[config.mk]
export PLATFORM = sky130hd
export DESIGN_NAME = seq_calc_core
export DESIGN_NICKNAME = d
export VERILOG_FILES = /design/src/rtl/seq_calc_core.sv
export SDC_FILE = /design/constraint.sdc
export NUM_CORES = 1
export LEC_CHECK = 0
export CAP_MARGIN = 20
export CELL_PAD_IN_SITES_DETAIL_PLACEMENT = 1
export CELL_PAD_IN_SITES_GLOBAL_PLACEMENT = 2
export CORE_AREA = 4 4 94 96
export CTS_CLUSTER_DIAMETER = 120
export DETAILED_ROUTE_END_ITERATION = 8
export DIE_AREA = 0 0 98 100
export GPL_ROUTABILITY_DRIVEN = 0
export PLACE_DENSITY = 0.88
export SLEW_MARGIN = 20
export SYNTH_ARGS = -nofsm -noshare
export SYNTH_HDL_FRONTEND = slang
export SYNTH_SLANG_ARGS = --single-unit
[constraint.sdc]
create_clock -name clk -period 7.01 [get_ports clk]
set_clock_uncertainty 0.15 [all_clocks]
set_input_delay 1.0515 -clock clk [delete_from_list [all_inputs] [get_ports clk]]
set_output_delay 1.0515 -clock clk [all_outputs]
set_load 0.02 [all_outputs]
[src/rtl/seq_calc_core.sv]
// Clocked calculator datapath: 12 operations over 3 modes, iterative multiply/divide,
// mode register driven by synchronised, edge-detected pushbuttons.
module seq_calc_core #(
    parameter int unsigned WIDTH       = 4,
    parameter int unsigned SYNC_STAGES = 2
) (
    input  logic                 clk,
    input  logic                 rst_n,
    input  logic [1:0]           key,
    input  logic [WIDTH-1:0]     x,
    input  logic [WIDTH-1:0]     y,
    input  logic [1:0]           operation,
    input  logic                 start,
    output logic [1:0]           mode,
    output logic                 busy,
    output logic                 done,
    output logic [2*WIDTH-1:0]   result,
    output logic                 overflow,
    output logic                 neg,
    output logic                 div0
);

    localparam int unsigned CW = (WIDTH > 2) ? $clog2(WIDTH) : 1;
    localparam logic [CW-1:0] LastIter = CW'(WIDTH - 1);

    typedef enum logic [1:0] {StIdle, StCalc, StDone} state_e;

    state_e                  state_q, state_d;
    logic [1:0][SYNC_STAGES-1:0] sync_q;
    logic [1:0]              key_prev_q, key_s, press;
    logic [1:0]              mode_q, mode_d;
    logic [WIDTH-1:0]        x_q, x_d, y_q, y_d;
    logic                    is_div_q, is_div_d;
    logic [CW-1:0]           cnt_q, cnt_d;
    logic [2*WIDTH-1:0]      acc_q, acc_d;
    logic [2*WIDTH-1:0]      result_q, result_d;
    logic                    ovf_q, ovf_d, neg_q, neg_d, div0_q, div0_d;

    logic [WIDTH:0]          sum;
    logic [WIDTH:0]          mul_sum;
    logic [2*WIDTH-1:0]      mul_next;
    logic [WIDTH:0]          div_sh;
    logic                    div_ge;
    logic [WIDTH-1:0]        div_sub;
    logic [2*WIDTH-1:0]      div_next;

    // Buttons are active-low; a press is a falling edge of the synchronised level.
    always_comb begin
        for (int i = 0; i < 2; i++) begin
            key_s[i] = sync_q[i][SYNC_STAGES-1];
        end
        press = key_prev_q & ~key_s;
        mode_d = mode_q;
        if (press[1]) begin
            mode_d = 2'd0;
        end else if (press[0]) begin
            mode_d = mode_q + 2'd1;
        end
    end

    // Multiply: acc = {partial, multiplier}, shift right one bit per iteration.
    // Divide:   acc = {remainder, dividend/quotient}, shift left one bit per iteration.
    always_comb begin
        sum      = {1'b0, x} + {1'b0, y};
        mul_sum  = {1'b0, acc_q[2*WIDTH-1:WIDTH]} + {1'b0, (acc_q[0] ? x_q : {WIDTH{1'b0}})};
        mul_next = {mul_sum, acc_q[WIDTH-1:1]};
        div_sh   = {acc_q[2*WIDTH-1:WIDTH], acc_q[WIDTH-1]};
        div_ge   = div_sh >= {1'b0, y_q};
        div_sub  = div_sh[WIDTH-1:0] - y_q;
        div_next = {(div_ge ? div_sub : div_sh[WIDTH-1:0]), acc_q[WIDTH-2:0], div_ge};
    end

    always_comb begin
        state_d  = state_q;
        x_d      = x_q;
        y_d      = y_q;
        is_div_d = is_div_q;
        cnt_d    = cnt_q;
        acc_d    = acc_q;
        result_d = result_q;
        ovf_d    = ovf_q;
        neg_d    = neg_q;
        div0_d   = div0_q;
        unique case (state_q)
            StIdle: begin
                if (start) begin
                    x_d      = x;
                    y_d      = y;
                    is_div_d = operation[0];
                    cnt_d    = '0;
                    ovf_d    = 1'b0;
                    neg_d    = 1'b0;
                    div0_d   = 1'b0;
                    state_d  = StDone;
                    case (mode_q)
                        2'd0: begin
                            case (operation)
                                2'd0: begin
                                    result_d = {{(WIDTH-1){1'b0}}, sum};
                                    ovf_d    = sum[WIDTH];
                                end
                                2'd1: begin
                                    result_d = {{WIDTH{1'b0}}, ((x < y) ? (y - x) : (x - y))};
                                    neg_d    = x < y;
                                end
                                2'd2: begin
                                    acc_d   = {{WIDTH{1'b0}}, y};
                                    state_d = StCalc;
                                end
                                default: begin
                                    if (y == '0) begin
                                        result_d = '1;
                                        div0_d   = 1'b1;
                                    end else begin
                                        acc_d   = {{WIDTH{1'b0}}, x};
                                        state_d = StCalc;
                                    end
                                end
                            endcase
                        end
                        2'd1: begin
                            case (operation)
                                2'd0:    result_d = {{WIDTH{1'b0}}, x & y};
                                2'd1:    result_d = {{WIDTH{1'b0}}, x | y};
                                2'd2:    result_d = {{WIDTH{1'b0}}, x ^ y};
                                default: result_d = {{WIDTH{1'b0}}, ~x};
                            endcase
                        end
                        2'd2: begin
                            case (operation)
                                2'd0:    result_d = {{(2*WIDTH-1){1'b0}}, x == y};
                                2'd1:    result_d = {{(2*WIDTH-1){1'b0}}, x < y};
                                2'd2:    result_d = {{(2*WIDTH-1){1'b0}}, x > y};
                                default: result_d = {{WIDTH{1'b0}}, ((x > y) ? x : y)};
                            endcase
                        end
                        default: result_d = '0;
                    endcase
                end
            end
            StCalc: begin
                cnt_d = cnt_q + CW'(1);
                acc_d = is_div_q ? div_next : mul_next;
                if (cnt_q == LastIter) begin
                    result_d = acc_d;
                    state_d  = StDone;
                end
            end
            default: state_d = StIdle;
        endcase
    end

    always_ff @(posedge clk or negedge rst_n) begin
        if (!rst_n) begin
            sync_q     <= '1;
            key_prev_q <= '1;
            mode_q     <= 2'd0;
            state_q    <= StIdle;
            x_q        <= '0;
            y_q        <= '0;
            is_div_q   <= 1'b0;
            cnt_q      <= '0;
            acc_q      <= '0;
            result_q   <= '0;
            ovf_q      <= 1'b0;
            neg_q      <= 1'b0;
            div0_q     <= 1'b0;
        end else begin
            for (int i = 0; i < 2; i++) begin
                sync_q[i] <= {sync_q[i][SYNC_STAGES-2:0], key[i]};
            end
            key_prev_q <= key_s;
            mode_q     <= mode_d;
            state_q    <= state_d;
            x_q        <= x_d;
            y_q        <= y_d;
            is_div_q   <= is_div_d;
            cnt_q      <= cnt_d;
            acc_q      <= acc_d;
            result_q   <= result_d;
            ovf_q      <= ovf_d;
            neg_q      <= neg_d;
            div0_q     <= div0_d;
        end
    end

    assign mode     = mode_q;
    assign busy     = (state_q == StCalc);
    assign done     = (state_q == StDone);
    assign result   = result_q;
    assign overflow = ovf_q;
    assign neg      = neg_q;
    assign div0     = div0_q;

endmodule

==> impl_metrics.py <==
metrics = {
    "worst_setup_path": {
        "worstPathArrival_ps": 3950,
        "slowest_delay_ps": 720,
        "crit_cells": 9,
        "cp_num_buf_inv": 2,
        "slowest_stage": "clkdlybuf4s50_1",
        "cp-end-kind": "flop",
        "critical_path_class": "in -> reg",
        "crit_required_ps": 7090,
        "r2r_cells": 7,
        "path_delay_family": "compound AO/OA/AOI/OAI gates",
        "path_cells": "clkdlybuf4s50_1 -> inv_1 -> ha_1 -> or2_2 -> a2111o_1 -> a21oi_1 -> mux2i_1 -> o2111ai_1 -> a31oi_1",
        "start_kind": "input port",
        "cp_max_fo": 7,
    },
    "global_routing": {
        "gr-usage-all-layers_pct": 17.5,
        "overflow": 0,
        "first_global_vias": 2547,
        "grt_pass1_wl_mm": 13.5,
        "grt_max_degree": 41,
        "antenna_found_initial": 0,
    },
    "clocking": {
        "cts.root.buffer_cell": "clkbuf_8",
        "path_clk_slew_ps": 90,
        "cts_setup_buffers": 0,
        "cts_tree": "yes",
        "cts_made_buffers": 5,
        "clk_path_buf_depth": 2,
        "post_cts_resized": 0,
        "cts_num_sinks": 40,
        "insertion_delay_ps": 310,
        "cts_hold_buffers": 0,
        "htreeDepth": 2,
    },
    "route": {
        "detailroute.wirelength.met3_um": 350,
        "vias_per_cell": 5.42,
        "routedWlPerCell_um": 18.1,
        "drtIter0Drc": 165,
        "top_layer": "met4",
        "route.met2.wl_mm": 3.87,
        "first_pass_iters": 4,
        "drc": 0,
        "drt-total-wl_mm": 8.25,
        "drtAntennaViolNets": 0,
        "vias": 2473,
        "wirelength_met1_mm": 3.91,
    },
    "logic_synthesis": {
        "ys_ff_latch": 40,
        "postSynthCellCount": 330,
        "avgSynthCellArea_um2": 9.02,
        "synth_area_um2": 2980,
        "synth_nets": 378,
        "ys.warnings.count": 0,
        "synth-main-ff-cell": "dfrtp_1",
        "async_reset_ff_share_pct": 100,
        "ys_seq_area_share_pct": 33.9,
        "synth_cell_types": 55,
        "synth_edf_count": 0,
    },
    "outcome": {
        "status": "complete, no violations",
    },
    "die": {
        "chipWidth_um": 98,
        "fp.dieArea_um2": 9800,
        "start_util_pct": 37.0,
        "coreArea_um2": 8050,
        "io_pins": 30,
        "chipHeight_um": 100,
        "fp-row-count": 33,
    },
    "place": {
        "place_hpwl_mm": 6.25,
        "io_buffers": 29,
        "placed_cells": 448,
        "place_ws_ps": 2800,
    },
    "worst_hold_path": {
        "hp-class": "reg -> reg",
        "holdPathStages": 0,
    },
    "cells_and_area": {
        "diodes": 0,
        "instances_no_fill": 456,
        "nNetsFinal": 398,
        "syn_to_final_growth_pct": 15.8,
        "drive_gt1_share_pct": 9.40,
        "final_util_pct": 42.8,
    },
    "timing": {
        "rsz0062_at_grt": "no",
        "setup_slack_ps": 3150,
        "fin_tns_setup_ps": 0,
        "min_period_ps": 3860,
        "slew_violations": 0,
        "setup_viol": 0,
        "tightest_slew_ps": 905,
        "final_hold_viol_count": 0,
        "slew-limit-headroom_pct": 39.7,
        "max_freq_mhz": 259,
        "period_share_pct": 55.1,
    },
    "power_and_ir_drop": {
        "power_uw": 1310,
        "p_leak_uw": 0.00151,
        "power.density_nw_per_um2": 379,
        "vdd_ir_drop_max_v": 0.000121,
    },
    "flow_run": {
        "timing.max_cap.violations": 0,
    },
}
[placed cells by master (no fill, tap or decap), types with 5 or more instances in the layout]
cell              n
a211oi_1          5
fa_1              5
mux2i_1           9
dfstp_2           6
o21ai_0          29
clkbuf_8          5
xnor2_1           5
clkdlybuf4s50_1  28
nor2b_1           9
nor2_1           22
ha_1             28
nand2_1          40
a21o_1            5
inv_1            31
o211ai_1          7
and2_1            5
a21oi_1          16
dfrtp_1          34
[Yosys cell counts, types with 3 or more instances]
| cell | n | share of area (%) |
|---|---|---|
| nand2_1 | 40 | 5.0 |
| dfrtp_1 | 34 | 29 |
| inv_1 | 31 | 3.9 |
| o21ai_0 | 29 | 4.9 |
| ha_1 | 28 | 12 |
| nor2_1 | 22 | 2.8 |
| a21oi_1 | 16 | 2.7 |
| clkbuf_1 | 12 | 1.5 |
| mux2i_1 | 9 | 3.0 |
| nor2b_1 | 9 | 1.9 |
| o211ai_1 | 7 | 1.8 |
| dfstp_2 | 6 | 5.3 |
| a211oi_1 | 5 | 1.3 |
| a21o_1 | 5 | 1.3 |
| and2_1 | 5 | 1.1 |
| fa_1 | 5 | 3.4 |
| xnor2_1 | 5 | 1.5 |
| a31oi_1 | 4 | 0.84 |
| nand2b_1 | 4 | 0.84 |
| o22ai_1 | 4 | 0.84 |
| nand3_1 | 3 | 0.50 |
| nand4_1 | 3 | 0.63 |
[through the flow]
stage,hold WS [ps],instance area (µm²)
floorplan,195,2980
detailed placement,200,3330
global placement,196,3330
finish,210,3450
global route,212,3450
CTS,211,3450
[final cells by class]
cell class / instances / area (µm²)
inverters: 31 / 116
clock buffers: 5 / 68.8
repair buffers: 30 / 293
flip-flops and latches: 40 / 1010
multi-input cells: 242 / 1780
well taps: 105 / 131
clock inverters: 3 / 46.3
fillers: 942 / 4610
[metal layers]
metal  global-route usage (%)  up-vias
met3                     3.20       11
met1                     23.7     1228
met5                        0        -
met2                     28.6       47
met4                     5.01        0
li1                         -     1187
[where the power goes]
group | internal, µW | switching (µW) | leakage [µW]
sequential | 320 | 80.0 | 0.000483
combinational | 312 | 394 | 0.000976
clock | 107 | 93.7 | 0.0000548
[sequential cells by signal (all words and copies together), names as in the netlist]
signal      flops
acc_q           8
cnt_q           2
div0            1
is_div_q        1
key_prev_q      2
key_s           2
mode            2
neg             1
overflow        1
result          8
state_q         2
sync_q          2
x_q             4
y_q             4
[kinds of logic after synthesis]
group           after synthesis  share of synthesized area [%]
simple gates                 99                           16.2
flops                        40                           33.9
fa+ha+maj                    33                           15.1
xor+xnor                      6                           1.77
mux                          13                           5.42
compound gates               91                           21.4
buf+inv                      48                           6.26
[path summary, 6_finish.rpt]
kind,startpoint,endpoint,slack [ps]
worst max-delay path,y[1],result[3]$_DFFE_PN0P_,3150
worst min-delay path,sync_q[0]$_DFF_PN1_,key_s[0]$_DFF_PN1_,210
worst max register to register,state_q[1]$_DFFE_PN0P_,result[2]$_DFFE_PN0P_,4200
worst min register to register,sync_q[0]$_DFF_PN1_,key_s[0]$_DFF_PN1_,210
max in group asynchronous,rst_n,acc_q[6]$_DFFE_PN0P_,5420
min in group asynchronous,rst_n,result[4]$_DFFE_PN0P_,720
No activity file was read; power rests on OpenSTA's default activity.
